**src/rtl/mips_pkg.sv**
```systemverilog
// rtl/mips_pkg.sv - shared MIPS pipeline types and constants
// Purpose: ALUOp encodings, zero-register index and the ID/EX control bundle.
// Ports: none (package).
package mips_pkg;

    localparam logic [1:0] ALUOP_ADD   = 2'b00;
    localparam logic [1:0] ALUOP_SUB   = 2'b01;
    localparam logic [1:0] ALUOP_RTYPE = 2'b10;

    localparam int REG_ZERO = 0;

    // All-zero value is the bubble: nothing written, no memory access, add.
    typedef struct packed {
        logic       reg_write;
        logic       mem_read;
        logic       mem_write;
        logic       mem_to_reg;
        logic       branch;
        logic       alu_src;
        logic       reg_dst;
        logic [1:0] alu_op;
    } ctrl_t;

    localparam ctrl_t CTRL_BUBBLE = '0;

endpackage

```
**src/rtl/fwd_unit.sv**
```systemverilog
// rtl/fwd_unit.sv - single-operand MEM/WB forwarding select
// Purpose: picks MEM result, WB result or register-file data for one operand.
// Ports:
//   i_idx            operand register index
//   i_reg_data       registered register-file data
//   i_mem_reg_write, i_mem_rd, i_mem_result   EX/MEM producer
//   i_wb_reg_write,  i_wb_rd,  i_wb_result    MEM/WB producer
//   o_data           forwarded operand
module fwd_unit
    import mips_pkg::*;
#(
    parameter int DATA_W = 32,
    parameter int REG_W  = 5
) (
    input  logic [REG_W-1:0]  i_idx,
    input  logic [DATA_W-1:0] i_reg_data,
    input  logic              i_mem_reg_write,
    input  logic [REG_W-1:0]  i_mem_rd,
    input  logic [DATA_W-1:0] i_mem_result,
    input  logic              i_wb_reg_write,
    input  logic [REG_W-1:0]  i_wb_rd,
    input  logic [DATA_W-1:0] i_wb_result,
    output logic [DATA_W-1:0] o_data
);

    logic w_mem_hit;
    logic w_wb_hit;

    // Register 0 is hard-wired, so a producer targeting it never forwards.
    assign w_mem_hit = i_mem_reg_write && (i_mem_rd != REG_W'(REG_ZERO)) && (i_mem_rd == i_idx);
    assign w_wb_hit  = i_wb_reg_write  && (i_wb_rd  != REG_W'(REG_ZERO)) && (i_wb_rd  == i_idx);

    // MEM is the younger producer, so it wins over WB.
    always_comb begin
        o_data = i_reg_data;
        if (w_mem_hit) begin
            o_data = i_mem_result;
        end else if (w_wb_hit) begin
            o_data = i_wb_result;
        end
    end

endmodule

```
**src/rtl/id_ex_stage.sv**
```systemverilog
// rtl/id_ex_stage.sv - ID/EX pipeline register with EX operand forwarding
// Purpose: registers decoded operands/controls (stall holds, flush bubbles)
//          and drives ALU operands with MEM/WB forwarding.
// Ports:
//   clk, reset               clock, synchronous active-high reset
//   stall, flush             hold stage / load bubble
//   id_*                     decoded instruction from ID
//   mem_*, wb_*              forwarding sources
//   alu_inn1/2, alu_funct, alu_op      ALU and ALU-control inputs
//   ex_*                     registered stage outputs for downstream stages
module id_ex_stage
    import mips_pkg::*;
#(
    parameter int DATA_W = 32,
    parameter int REG_W  = 5
) (
    input  logic              clk,
    input  logic              reset,
    input  logic              stall,
    input  logic              flush,
    input  logic [DATA_W-1:0] id_rs_data,
    input  logic [DATA_W-1:0] id_rt_data,
    input  logic [DATA_W-1:0] id_imm,
    input  logic [DATA_W-1:0] id_pc4,
    input  logic [REG_W-1:0]  id_rs,
    input  logic [REG_W-1:0]  id_rt,
    input  logic [REG_W-1:0]  id_rd,
    input  logic [1:0]        id_alu_op,
    input  logic              id_alu_src,
    input  logic              id_reg_dst,
    input  logic              id_reg_write,
    input  logic              id_mem_read,
    input  logic              id_mem_write,
    input  logic              id_mem_to_reg,
    input  logic              id_branch,
    input  logic              mem_reg_write,
    input  logic [REG_W-1:0]  mem_rd,
    input  logic [DATA_W-1:0] mem_result,
    input  logic              wb_reg_write,
    input  logic [REG_W-1:0]  wb_rd,
    input  logic [DATA_W-1:0] wb_result,
    output logic [DATA_W-1:0] alu_inn1,
    output logic [DATA_W-1:0] alu_inn2,
    output logic [5:0]        alu_funct,
    output logic [1:0]        alu_op,
    output logic [DATA_W-1:0] ex_store_data,
    output logic [DATA_W-1:0] ex_branch_target,
    output logic [REG_W-1:0]  ex_write_reg,
    output logic [REG_W-1:0]  ex_rt,
    output logic              ex_valid,
    output logic              ex_reg_write,
    output logic              ex_mem_read,
    output logic              ex_mem_write,
    output logic              ex_mem_to_reg,
    output logic              ex_branch
);

    ctrl_t             r_ctrl;
    logic              r_valid;
    logic [DATA_W-1:0] r_rs_data;
    logic [DATA_W-1:0] r_rt_data;
    logic [DATA_W-1:0] r_imm;
    logic [DATA_W-1:0] r_pc4;
    logic [REG_W-1:0]  r_rs;
    logic [REG_W-1:0]  r_rt;
    logic [REG_W-1:0]  r_write_reg;

    ctrl_t             w_id_ctrl;
    logic [DATA_W-1:0] w_fwd_a;
    logic [DATA_W-1:0] w_fwd_b;

    assign w_id_ctrl = '{
        reg_write:  id_reg_write,
        mem_read:   id_mem_read,
        mem_write:  id_mem_write,
        mem_to_reg: id_mem_to_reg,
        branch:     id_branch,
        alu_src:    id_alu_src,
        reg_dst:    id_reg_dst,
        alu_op:     id_alu_op
    };

    always_ff @(posedge clk) begin
        if (reset || flush) begin
            r_ctrl      <= CTRL_BUBBLE;
            r_valid     <= 1'b0;
            r_rs_data   <= '0;
            r_rt_data   <= '0;
            r_imm       <= '0;
            r_pc4       <= '0;
            r_rs        <= '0;
            r_rt        <= '0;
            r_write_reg <= '0;
        end else if (!stall) begin
            r_ctrl      <= w_id_ctrl;
            r_valid     <= 1'b1;
            r_rs_data   <= id_rs_data;
            r_rt_data   <= id_rt_data;
            r_imm       <= id_imm;
            r_pc4       <= id_pc4;
            r_rs        <= id_rs;
            r_rt        <= id_rt;
            // Destination resolved at capture so EX sees a plain register.
            r_write_reg <= id_reg_dst ? id_rd : id_rt;
        end
    end

    fwd_unit #(.DATA_W(DATA_W), .REG_W(REG_W)) u_fwd_a (
        .i_idx           (r_rs),
        .i_reg_data      (r_rs_data),
        .i_mem_reg_write (mem_reg_write),
        .i_mem_rd        (mem_rd),
        .i_mem_result    (mem_result),
        .i_wb_reg_write  (wb_reg_write),
        .i_wb_rd         (wb_rd),
        .i_wb_result     (wb_result),
        .o_data          (w_fwd_a)
    );

    fwd_unit #(.DATA_W(DATA_W), .REG_W(REG_W)) u_fwd_b (
        .i_idx           (r_rt),
        .i_reg_data      (r_rt_data),
        .i_mem_reg_write (mem_reg_write),
        .i_mem_rd        (mem_rd),
        .i_mem_result    (mem_result),
        .i_wb_reg_write  (wb_reg_write),
        .i_wb_rd         (wb_rd),
        .i_wb_result     (wb_result),
        .o_data          (w_fwd_b)
    );

    assign alu_inn1         = w_fwd_a;
    assign alu_inn2         = r_ctrl.alu_src ? r_imm : w_fwd_b;
    // Stores need the real rt value even when the ALU takes the immediate.
    assign ex_store_data    = w_fwd_b;
    assign alu_funct        = r_imm[5:0];
    assign alu_op           = r_ctrl.alu_op;
    assign ex_branch_target = r_pc4 + {r_imm[DATA_W-3:0], 2'b00};
    assign ex_write_reg     = r_write_reg;
    assign ex_rt            = r_rt;
    assign ex_valid         = r_valid;
    assign ex_reg_write     = r_ctrl.reg_write;
    assign ex_mem_read      = r_ctrl.mem_read;
    assign ex_mem_write     = r_ctrl.mem_write;
    assign ex_mem_to_reg    = r_ctrl.mem_to_reg;
    assign ex_branch        = r_ctrl.branch;

endmodule

```
**config.mk**
```make
export PLATFORM = sky130hd
export DESIGN_NAME = id_ex_stage
export DESIGN_NICKNAME = d
export VERILOG_FILES = /design/src/rtl/mips_pkg.sv /design/src/rtl/fwd_unit.sv /design/src/rtl/id_ex_stage.sv
export SDC_FILE = /design/constraint.sdc
export NUM_CORES = 1
export LEC_CHECK = 0
export ABC_CLOCK_PERIOD_IN_PS = 4100
export CORE_AREA = 10 10 191 193
export DETAILED_ROUTE_END_ITERATION = 8
export DIE_AREA = 0 0 201 203
export GPL_TIMING_DRIVEN = 0
export HOLD_SLACK_MARGIN = 0.08
export PLACE_DENSITY = 0.57
export SETUP_SLACK_MARGIN = 0.1
export SYNTH_ARGS = -nofsm -noshare
export SYNTH_HDL_FRONTEND = slang
export SYNTH_HIERARCHICAL = 1
export SYNTH_SLANG_ARGS = --single-unit
```
**constraint.sdc**
```tcl
create_clock -name clk -period 4.1 [get_ports clk]
set_input_delay 1.23 -clock clk [delete_from_list [all_inputs] [get_ports clk]]
set_output_delay 1.23 -clock clk [all_outputs]
set_load 0.005 [all_outputs]
```
### After elaboration in Yosys (flattened, before gate mapping)

Cells that the tools add are included.

* add/subtract/negate cells: 1
* multiply operators: 0
* divide/modulo/power cells: 0
* order comparisons: 0
* eq/ne operators: 4
* shifts and indexed selects: 0
* muxes and demuxes: 6
* bitwise operators: 0
* reductions and logical operators: 9

Operator list (number)
* 32-bit two-way mux: 5
* 32-bit adder: 1
* 5-bit equality test: 4
* 5-bit nonzero test: 2
* 1-bit logical AND: 6
* 5-bit two-way mux: 1
* 1-bit logical OR: 1

* flip-flop bits (word level): 152
* latch bits: 0
* RAM bits: 0
* bits in read-only memories: 0
* input port bits: 232
* output and inout port bits: 152
* memories kept: 0

### Logic depth before layout (Yosys ltp)

Gate-level depths: netlist (run 1).

* word-level depth: 6
* depth in mapped cells: 10

### By module

Netlist (run 1), hierarchy kept.

By module, submodules not included
* id_ex_stage: times used 1, cells an instance 772, area an instance 7372.1 µm², seq. area each 3042.9 µm²
* fwd_unit: times used 2, cells an instance 185, area an instance 1167.4 µm², seq. area each 0.0 µm²

### Least setup slack after synthesis (run 1)

OpenSTA, ideal clock, no wires.

* path kind: input to output
* start: input port mem_rd[0]
* end: output port alu_inn2[10]
* data arrival time: 2.672 ns
* required time: 2.870 ns
* setup slack: 0.198 ns
* stages on the path: 7
* buffers on the path: 2
* cells stage by stage: or4_4 a21oi_4 or3_1 buf_4 buf_6 a31oi_1 mux2_2

* longest elaborated chain between the ends: 5

RTL lines
* from (decl): line id_ex_stage.sv:37 `input logic [REG_W-1:0] mem_rd,`
* 5-bit nonzero test: line fwd_unit.sv:30 `assign w_mem_hit = i_mem_reg_write && (i_mem_rd != REG_W'(REG_ZERO)) && (i_mem_rd == i_idx);`
* 1-bit logical AND: line fwd_unit.sv:30
* 1-bit logical AND *: line fwd_unit.sv:30
* 32-bit two-way mux *: line fwd_unit.sv:36 `if (w_mem_hit) begin`
* net ex_store_data[10]: line id_ex_stage.sv:46 `output logic [DATA_W-1:0] ex_store_data,`
* 32-bit two-way mux *: line id_ex_stage.sv:133 `assign alu_inn2 = r_ctrl.alu_src ? r_imm : w_fwd_b;`
* to (decl): line id_ex_stage.sv:43 `output logic [DATA_W-1:0] alu_inn2,`

Mark *: on every way through the listed nets, which the timed path passes. The rest lies on a longest branch.

### Worst setup path after layout (run 1)

* start: input port mem_rd[0]
* end: output port alu_inn2[30]

* longest elaborated chain between the ends: 5

RTL lines (line)
* 5-bit nonzero test: fwd_unit.sv:30
* 1-bit logical AND: fwd_unit.sv:30
* 1-bit logical AND *: fwd_unit.sv:30
* 32-bit two-way mux *: fwd_unit.sv:36
* 32-bit two-way mux *: id_ex_stage.sv:133

Every way passes the cells marked *; elsewhere a longest branch is shown, timed or not.

==> results of run 1 <==
[power by group through the flow]
stage / registers (mW) / logic, mW / clock network, mW
3_3_place_gp: 1.59 / 0.966 / 0
4_1_cts: 1.57 / 1.14 / 1.78
6_report: 1.57 / 1.29 / 1.75
3_5_place_dp: 1.60 / 0.971 / 0
2_1_floorplan: 1.58 / 0.424 / 0
5_1_grt: 1.58 / 1.36 / 1.85
[per-layer routing]
| layer | vias to the layer above | share of wire [%] | track usage [%] |
|---|---|---|---|
| met5 | - | 0.026 | 0 |
| met3 | 101 | 6.4 | 6.432 |
| met4 | 2 | 3.9 | 11.01 |
| li1 | 5289 | - | - |
| met1 | 5320 | 39 | 24.65 |
| met2 | 405 | 50 | 39.50 |
[critical path, cell delays in order]
cell	delay, ps
buf_8	100
or4_4	540
a21oi_4	240
or3_1	160
buf_6	160
buf_6	110
buf_6	100
buf_12	90
a31oi_4	90
mux2_4	290
buf_6	120
[worst paths after layout]
| check | start | to | slack, ps | cells past startpoint |
|---|---|---|---|---|
| max | mem_rd[0] | alu_inn2[30] | -370 | 11 |
| min | ex_valid$_SDFFE_PP0N_ | ex_valid$_SDFFE_PP0N_ | 490 | 2 |
| max reg2reg | r_ctrl[3]$_SDFFE_PP0N_ | r_ctrl[3]$_SDFFE_PP0N_ | 2150 | 4 |
| min reg2reg | ex_valid$_SDFFE_PP0N_ | ex_valid$_SDFFE_PP0N_ | 490 | 2 |
[synth_stat cells (16+ instances only)]
| master | n |
|---|---|
| o31ai_1 | 64 |
| ha_1 | 29 |
| mux2_2 | 32 |
| dfxtp_1 | 152 |
| nor2_1 | 170 |
| a21oi_1 | 34 |
| mux2i_1 | 151 |
| buf_1 | 16 |
| clkbuf_1 | 74 |
| xnor2_1 | 35 |
| nand2_1 | 25 |
| nand4_1 | 69 |
| a31oi_1 | 66 |
| nor4_1 | 67 |
[cells by family after synthesis]
| family | share of synthesized area (%) |
|---|---|
| compound gates | 16.02 |
| xor+xnor | 3.970 |
| buf+inv | 6.303 |
| fa+ha+maj | 3.944 |
| flops | 31.35 |
| mux | 19.28 |
| simple gates | 19.13 |
[placed cells by master, fill, tap and decap left out, types with 19 or more instances in the layout]
cell type        Yosys  layout
o31ai_4              1      23
buf_2               14      74
o31ai_2              2      24
clkdlybuf4s50_1      0     251
a21oi_1             34      24
nand2_1             25      21
dfxtp_1            152     144
o31ai_1             64      20
a31oi_4              0      47
buf_6                6     107
clkbuf_1            74      34
mux2i_1            151     151
clkbuf_16            0      22
nand4_1             69      69
mux2_4               0      28
nor2_1             170     168
ha_1                29      19
nor4_4               0      30
clkbuf_2             1      21
nor4_2               0      27
buf_4               12      61
[layout make-up]
| class | instances | share of cell area (%) |
|---|---|---|
| clock buffers | 22 | 2.506 |
| inverters | 11 | 0.2229 |
| plain buffers | 122 | 5.134 |
| multi-input cells | 856 | 45.65 |
| flip-flops and latches | 152 | 16.54 |
| diodes | 12 | 0.1621 |
| clock inverters | 10 | 0.8917 |
| repair buffers | 497 | 25.91 |
| well taps | 442 | 2.986 |
[per-stage QoR]
step                hold slack, ps  area (sq um)
floorplan                    446.6          9707
global route                 522.6         18510
detailed placement           480.5         14070
CTS                          495.6         17140
global placement             470.1         14070
finish                       494.8         18520
[timing repair]
action / 4_1_cts / 5_1_grt
gates cloned: 4 / 3
setup buffers: 76 / 44
pin swaps: 58 / 76
gates resized for setup: 900 / 256
hold buffers: 0 / 0
hold endpoints to repair: 0 / 0
setup endpoints to repair: 120 / 114
==> flow_metrics.tcl, run 1 <==
set metrics [dict create \
    post-route-drc-count 0 \
    setup_tns_ps -19130 \
    ys_types 58 \
    cp-end-kind "output pin" \
    vias 11120 \
    maxCapViolations 0 \
    post_drt_wl_per_cell_um 23.35 \
    relSlewSlack_pct 36.86 \
    seq_area_sq_um 3063 \
    p_sw_share_pct 29.53 \
    place.gp.congestion 0.9290 \
    dieArea_sq_um 40800 \
    grt_max_degree 17 \
    instances_no_fill 2124 \
    fillCellCount 2879 \
    synth_area_sq_um 9707 \
    seqPwrFrac_pct 34.1 \
    synth.top_cells.by_area "dfxtp_1 31%, mux2i_1 16%, nor2_1 6.6%" \
    violations "negative setup slack" \
    die_w_um 201 \
    ys_seq_area_share_pct 31.35 \
    antenna_found_initial 13 \
    power.total_mw 4.604 \
    syn_nets 1404 \
    std_cell_rows 66 \
    core_sq_um 32450 \
    netlist_instances 1142 \
    required_ps 2870 \
    area_delta_synth_final_pct 90.81 \
    gr-usage-all-layers_pct 22.57 \
    dp_hpwl_um 37630 \
    clock-sinks 152 \
    vias_per_cell 5.234 \
    clk_latency_ps 440 \
    vdd_ir_drop_max_uv 293.5 \
    ys.flop_type "dfxtp_1" \
    synth_seq_cells 152 \
    cts_buffers 17 \
    comb_power_share_pct 27.9 \
    outcome "finished, violations left" \
    p_switching_mw 1.359 \
    min_period_ps 4475 \
    drive_gt1_share_pct 37.19 \
    io_buffer_count 381 \
    ctsRootBufferMaster "clkbuf_16" \
    synth_edf_count 0 \
    post-route-util_pct 57.07 \
    yosysTopAreaCellShare_pct 31.35 \
    dpl.cell_count 1965 \
    detail_route.iter0.violations 505 \
    internal-power_mw 3.245 \
    multi_input_area_sq_um 8456 \
    min_path_type "flop to flop" \
    pin_count 384 \
    cts_max_level 4 \
    rsz0062_at_grt "true" \
    grt_pass1_wl_um 70600 \
    cp-start-kind "input pin" \
    crit_path_max_fanout 5 \
    drtAntennaViolNets 0 \
    async_reset_ff_share_pct 0 \
    path_class "input pin to output pin" \
    yosysWarnings 6 \
    worstPathArrival_ps 3240 \
    setup_slack_ps -374.5 \
    place_ws_ps -1649 \
    initial_utilization_pct 29.91 \
    finalMaxSlewViolations 0 \
    synth.largest_area_cell "dfxtp_1" \
    max_freq_mhz 223.5 \
    grt_pass1_vias 11240 \
    worstMarginPinSlew_ps 947.1 \
    wl_um 49610 \
    clk_pin_slew_ps 70 \
    cts_tree "built" \
    clockBufferDepth 2 \
    dr.pass1.iters 5 \
    fin_crit_sh_pct 109.1 \
    hold_violations 0 \
    p_per_area_nw_per_um2 248.6 \
    skew_ps 0 \
    avgSynthCellArea_sq_um 8.500 \
    pwr-share-clk_pct 37.9 \
    die_h_um 203 \
    nets 1919 \
    p_leak_nw 7.304 \
    setup_viol 102 \
    grt.overflow.total 0 \
]
No activity file was read; power rests on OpenSTA's default activity.
==> inputs of run 2 (changes only) <==
--- a/config.mk
+++ b/config.mk
@@ -6,12 +6,13 @@
 export NUM_CORES = 1
 export LEC_CHECK = 0
 export ABC_CLOCK_PERIOD_IN_PS = 4100
-export CORE_AREA = 10 10 191 193
+export CORE_AREA = 10 10 176 211
 export DETAILED_ROUTE_END_ITERATION = 8
-export DIE_AREA = 0 0 201 203
+export DIE_AREA = 0 0 186 221
 export GPL_TIMING_DRIVEN = 0
 export HOLD_SLACK_MARGIN = 0.08
-export PLACE_DENSITY = 0.57
+export PLACE_DENSITY = 0.56
+export RECOVER_POWER = 50
 export SETUP_SLACK_MARGIN = 0.1
 export SYNTH_ARGS = -nofsm -noshare
 export SYNTH_HDL_FRONTEND = slang
==> run 2 against run 1 <==
  * The flow still finishes with violations (negative setup slack)
  * Non-clock buffer count is 8 lower
  * Count of clock-buffer cells in the layout down 2
  * Die area is 0.74% higher
  * Utilization is 0.72 points lower
  * Clock skew unchanged
  * Critical endpoint is now alu_inn2[20]
  * Critical path type unchanged
  * Setup slack improved by 50 ps
  * Register-to-register slack about the same
  * Sequential cell count unchanged
  * Sequential share of layout area is 0.081 points lower
  * First-iteration DRC count grew 20%
==> flow_metrics.tcl, run 2 (synthesis results as in run 1) <==
set metrics [dict create \
    cts_buffers 17 \
    grt.overflow.total 0 \
    grt_max_degree 17 \
    finalMaxSlewViolations 0 \
    hold_violations 0 \
    cp-start-kind "input pin" \
    pin_count 384 \
    critical_path.endpoint "alu_inn2[20]" \
    setup_viol 97 \
    detail_route.iter0.violations 604 \
    worstPathCellList "buf_8 -> or4_4 -> a21oi_4 -> buf_12 -> or3_4 -> buf_8 -> buf_12 -> buf_8 -> a31oi_4 -> mux2_4 -> buf_6" \
    vdd_ir_drop_max_uv 214.2 \
    clock-sinks 152 \
    vias 11100 \
    max_freq_mhz 226.0 \
    worstReg2RegEnd "r_ctrl[3]$_SDFFE_PP0N_" \
    layout_common_cells "227 x clkdlybuf4s50_1, 167 x nor2_1, 151 x mux2i_1" \
    cp-end-kind "output pin" \
    cts_tree "built" \
    die_w_um 186 \
    rr_worst_depth 4 \
    setup_slack_ps -324.2 \
    worstPathArrival_ps 3190 \
    clk_pin_slew_ps 70 \
    min_path_type "flop to flop" \
    nets 1911 \
    post-route-util_pct 56.35 \
    initial_utilization_pct 29.52 \
    die_h_um 221 \
    fin_crit_sh_pct 107.9 \
    startpoint "mem_rd[3]" \
    cp_top_family "buffers and inverters" \
    grt_pass1_vias 11490 \
    worstMarginPinSlew_ps 1120 \
    violations "negative setup slack" \
    outcome "finished, violations left" \
    skew_ps 0 \
    cts_max_level 4 \
    wl_um 50520 \
    drtAntennaViolNets 0 \
    area_delta_synth_final_pct 90.89 \
    crit_slowest_cell "or4_4" \
    post-route-drc-count 0 \
    power.total_mw 4.632 \
    io_buffer_count 381 \
    drive_gt1_share_pct 36.85 \
    min_period_ps 4424 \
    std_cell_rows 73 \
    cpMostUsedCell "buf_8" \
    r2r_start "r_ctrl[3]$_SDFFE_PP0N_" \
    cp.depth 11 \
    core_sq_um 32880 \
    grt_pass1_wl_um 73180 \
    final_common_cell "clkdlybuf4s50_1" \
    path_class "input pin to output pin" \
    post_drt_wl_per_cell_um 24.23 \
    antenna_found_initial 14 \
    relSlewSlack_pct 25.35 \
    required_ps 2870 \
    cpPeakStageDelay_ps 540 \
    dr.pass1.iters 5 \
    p_per_area_nw_per_um2 250.0 \
    r2r_slack_ps 2150 \
    dieArea_sq_um 41110 \
    vias_per_cell 5.325 \
    dp_hpwl_um 38070 \
    worst-path-buf-inv 6 \
    place.gp.congestion 0.8932 \
    crit_path_max_fanout 8 \
    maxCapViolations 0 \
    p_leak_nw 7.366 \
    rsz0062_at_grt "true" \
    ctsRootBufferMaster "clkbuf_16" \
    clockBufferDepth 2 \
    clk_latency_ps 440 \
    gr-usage-all-layers_pct 23.27 \
]
## run 2: cell count changes in the layout (fill, tap and decap cells not counted), sizes merged
cell           delta
clkbuf            +1
clkinvlp          -1
clkinv            +3
inv               -1
clkdlybuf4s50    -24
dlymetal6s2s      -1
buf               -9
dlygate4sd3      +23
## run 2: worst reg2reg max path, cell delays in order, from the launching register on
cell and delay (ps):
dfxtp_1 310, clkbuf_1 530, clkbuf_1 770, mux2i_1 170, nor2_1 120
## run 2: how the worst min path moves through the flow
stage | from | endpoint | slack [ps] | depth (start not counted)
6_report | ex_valid$_SDFFE_PP0N_ | ex_valid$_SDFFE_PP0N_ | 450 | 2
5_1_grt | ex_valid$_SDFFE_PP0N_ | ex_valid$_SDFFE_PP0N_ | 500 | 2
4_1_cts | ex_valid$_SDFFE_PP0N_ | ex_valid$_SDFFE_PP0N_ | 460 | 2
3_5_place_dp | ex_valid$_SDFFE_PP0N_ | ex_valid$_SDFFE_PP0N_ | 450 | 2
3_3_place_gp | ex_valid$_SDFFE_PP0N_ | ex_valid$_SDFFE_PP0N_ | 450 | 2
2_1_floorplan | ex_valid$_SDFFE_PP0N_ | ex_valid$_SDFFE_PP0N_ | 450 | 2
## run 2: timing repair
| action | CTS | global route |
|---|---|---|
| setup endpoints to repair | 119 | 113 |
| hold buffers | 0 | 0 |
| setup buffers | 81 | 25 |
| pin swaps | 68 | 96 |
| gates resized for setup | 978 | 207 |
| gates cloned | 4 | 6 |
## run 2: routing by layer
metal | global-route usage, % | up-vias | part of all wire, % | wire, um
met5 | 0 | - | 0.046 | 23
met2 | 41.14 | 381 | 52 | 26220
met4 | 8.100 | 4 | 3.1 | 1543
li1 | - | 5270 | - | -
met3 | 5.393 | 83 | 6.1 | 3082
met1 | 26.53 | 5365 | 39 | 19650
## run 2: cell type report
cell class / instances / area, sq um
Clock buffer: 20 / 446.7
Buffer: 121 / 938.4
Fill cell: 2883 / 14350
Antenna cell: 12 / 30.03
Inverter: 11 / 41.29
Multi-Input combinational cell: 856 / 8556
Timing Repair Buffer: 490 / 4781
Sequential cell: 152 / 3049
Tap cell: 412 / 515.5
Clock inverter: 11 / 171.4
## run 2: power by group
part	leakage [nW]	internal (mW)	switching, mW
clock	0.297	1.03	0.705
combinational	5.83	0.678	0.643
sequential	1.24	1.53	0.0460
total	7.37	3.24	1.39
## run 2: stage by stage
stage	std cells	hold WS, ps	setup WS, ps	setup TNS, ps	area [sq um]
after global placement	1935	449.7	-1568	-119790	14040
after CTS	2049	458.1	-373.3	-16680	17330
after global routing	2085	496.8	-353.5	-20750	18530
after floorplan	1142	446.6	197.6	0	9707
final	2085	452.4	-324.2	-16670	18530
after detailed placement	1935	449.2	-1566	-120400	14040
==> inputs of run 3 (changes only) <==
--- a/config.mk
+++ b/config.mk
@@ -6,12 +6,14 @@
 export NUM_CORES = 1
 export LEC_CHECK = 0
 export ABC_CLOCK_PERIOD_IN_PS = 4100
-export CORE_AREA = 10 10 176 211
+export CELL_PAD_IN_SITES_DETAIL_PLACEMENT = 2
+export CELL_PAD_IN_SITES_GLOBAL_PLACEMENT = 2
+export CORE_AREA = 10 10 191 229
 export DETAILED_ROUTE_END_ITERATION = 8
-export DIE_AREA = 0 0 186 221
+export DIE_AREA = 0 0 201 239
 export GPL_TIMING_DRIVEN = 0
 export HOLD_SLACK_MARGIN = 0.08
-export PLACE_DENSITY = 0.56
+export PLACE_DENSITY = 0.79
 export RECOVER_POWER = 50
 export SETUP_SLACK_MARGIN = 0.1
 export SYNTH_ARGS = -nofsm -noshare
==> run 3 against run 2 <==
  * Sequential power hardly changed
  * Die area is 17% higher
  * Register-to-register slack better by 150 ps
  * Maximum frequency fell by 3.1%
  * Final cell count grew 7.8%
  * Largest cell class unchanged
  * The flow still finishes with violations (negative setup slack)
  * Largest power group unchanged
  * Combinational power grew 9.8%
  * Non-clock buffer count rose by 34
  * Cell area grew 3.8%
  * Critical endpoint is now ex_store_data[30]
  * Clock skew is the same
  * Via count up 9.7%
==> flow_metrics.tcl, run 3 (synthesis results as in run 1) <==
set metrics [dict create \
    post-route-util_pct 48.88 \
    gr-usage-all-layers_pct 24.59 \
    antenna_found_initial 18 \
    critical_path.endpoint "ex_store_data[30]" \
    final_common_cell "clkdlybuf4s50_1" \
    cts.hold.buffers_added 0 \
    clockBufferDepth 2 \
    dpl.cell_count 2056 \
    cts_buffers 17 \
    die_h_um 239 \
    post-route-drc-count 0 \
    nets 1945 \
    std_cell_rows 80 \
    vdd_ir_drop_max_uv 323.0 \
    detail_route.iter0.violations 531 \
    rsz0062_at_grt "true" \
    min_path_type "flop to flop" \
    instances_no_fill 2247 \
    maxCapViolations 0 \
    worstPathArrival_ps 3340 \
    relSlewSlack_pct 29.64 \
    outcome "finished, violations left" \
    vias 12180 \
    area_delta_synth_final_pct 98.11 \
    worstReg2RegEnd "r_ctrl[3]$_SDFFE_PP0N_" \
    clock-sinks 152 \
    violations "negative setup slack" \
    cts_max_level 4 \
    clk_pin_slew_ps 60 \
    die_w_um 201 \
    setup_slack_ps -466.1 \
    cp-end-kind "output pin" \
    use_met1_pct 24.46 \
    fin_crit_sh_pct 111.4 \
    gr-max-usage-layer "met2" \
    max_freq_mhz 219.0 \
    path_class "input pin to output pin" \
    clk_latency_ps 470 \
    required_ps 2870 \
    grt_pass1_vias 13150 \
    dp_hpwl_um 44250 \
    ctsRootBufferMaster "clkbuf_16" \
    r2r_slack_ps 2300 \
    setup_viol 103 \
    startpoint "mem_rd[1]" \
    layout_common_cells "230 x clkdlybuf4s50_1, 167 x nor2_1, 151 x mux2i_1" \
    grt.overflow.total 0 \
    cts_tree "built" \
    skew_ps 0 \
    crit_path_max_fanout 10 \
    wl_um 69670 \
    r2r_start "r_ctrl[3]$_SDFFE_PP0N_" \
    post_drt_wl_per_cell_um 31.00 \
    io_buffer_count 381 \
    dr.pass1.iters 5 \
    min_period_ps 4566 \
    vias_per_cell 5.420 \
    cp-start-kind "input pin" \
    initial_utilization_pct 24.68 \
    p_leak_nw 7.516 \
    pin_count 384 \
    finalMaxSlewViolations 0 \
    gr-usage-met2_pct 47.37 \
    p_per_area_nw_per_um2 243.1 \
    drtAntennaViolNets 0 \
    core_sq_um 39340 \
    place.gp.congestion 0.8640 \
    dieArea_sq_um 48040 \
    worstMarginPinSlew_ps 1055 \
    grt_max_degree 17 \
    grt_pass1_wl_um 89800 \
    drive_gt1_share_pct 40.04 \
    grt_use_met3_pct 5.260 \
    setup_tns_ps -28210 \
    hold_violations 0 \
    rr_worst_depth 4 \
]
## run 3: layer usage
metal  vias to the layer above  share of wire, %  routed length (um)
li1                       5359                 -                   -
met1                      6136                35               24360
met2                       487                54               37740
met3                       195               4.8                3370
met4                         2               6.0                4178
met5                         -             0.020                  14
## run 3: how the worst min path moves through the flow
stage               slack [ps]                  start  cells past startpoint                    end
floorplan                  450  ex_valid$_SDFFE_PP0N_                      2  ex_valid$_SDFFE_PP0N_
global placement           440  ex_valid$_SDFFE_PP0N_                      2  ex_valid$_SDFFE_PP0N_
detailed placement         460  ex_valid$_SDFFE_PP0N_                      2  ex_valid$_SDFFE_PP0N_
CTS                        480  ex_valid$_SDFFE_PP0N_                      2  ex_valid$_SDFFE_PP0N_
global route               510  ex_valid$_SDFFE_PP0N_                      2  ex_valid$_SDFFE_PP0N_
finish                     480  ex_valid$_SDFFE_PP0N_                      2  ex_valid$_SDFFE_PP0N_
## run 3: cell type report
type                       count  area, sq um
clock inverter                11        112.6
multi-input combinational    856         8690
clock buffer                  21        460.4
inverter                      11        41.29
buffer                       122        978.4
sequential                   152         3057
tap                          533        666.9
antenna                       18        45.04
timing repair buffer         523         5179
fill                        3948        20110
## run 3: metrics by stage
step	power [mW]	area (sq um)	setup WS, ps	hold WS, ps
floorplan	2.007	9707	197.6	446.6
global placement	2.571	14190	-1674	440.1
detailed placement	2.601	14190	-1681	463.5
CTS	4.451	17630	-462.7	478.7
global route	4.832	19230	-480.8	506.3
finish	4.675	19230	-466.1	484.6
## run 3: critical path, cell delays in order
cell,delay [ps]
buf_8,100
buf_6,120
xnor2_2,150
nand2_4,160
clkbuf_1,800
nor4_2,150
a31oi_4,290
buf_6,140
buf_6,90
buf_6,100
## run 3: what timing repair did
item | 4_1_cts | 5_1_grt
setup endpoints to repair | 120 | 116
gates cloned | 5 | 2
gates resized for setup | 980 | 282
pin swaps | 69 | 84
setup buffers | 96 | 48
## run 3: report_power, final
| group | leakage (nW) | switching, mW | total (mW) | internal (mW) |
|---|---|---|---|---|
| Combinational | 6.00 | 0.736 | 1.45 | 0.709 |
| Sequential | 1.24 | 0.0564 | 1.58 | 1.52 |
| Clock | 0.273 | 0.770 | 1.65 | 0.878 |
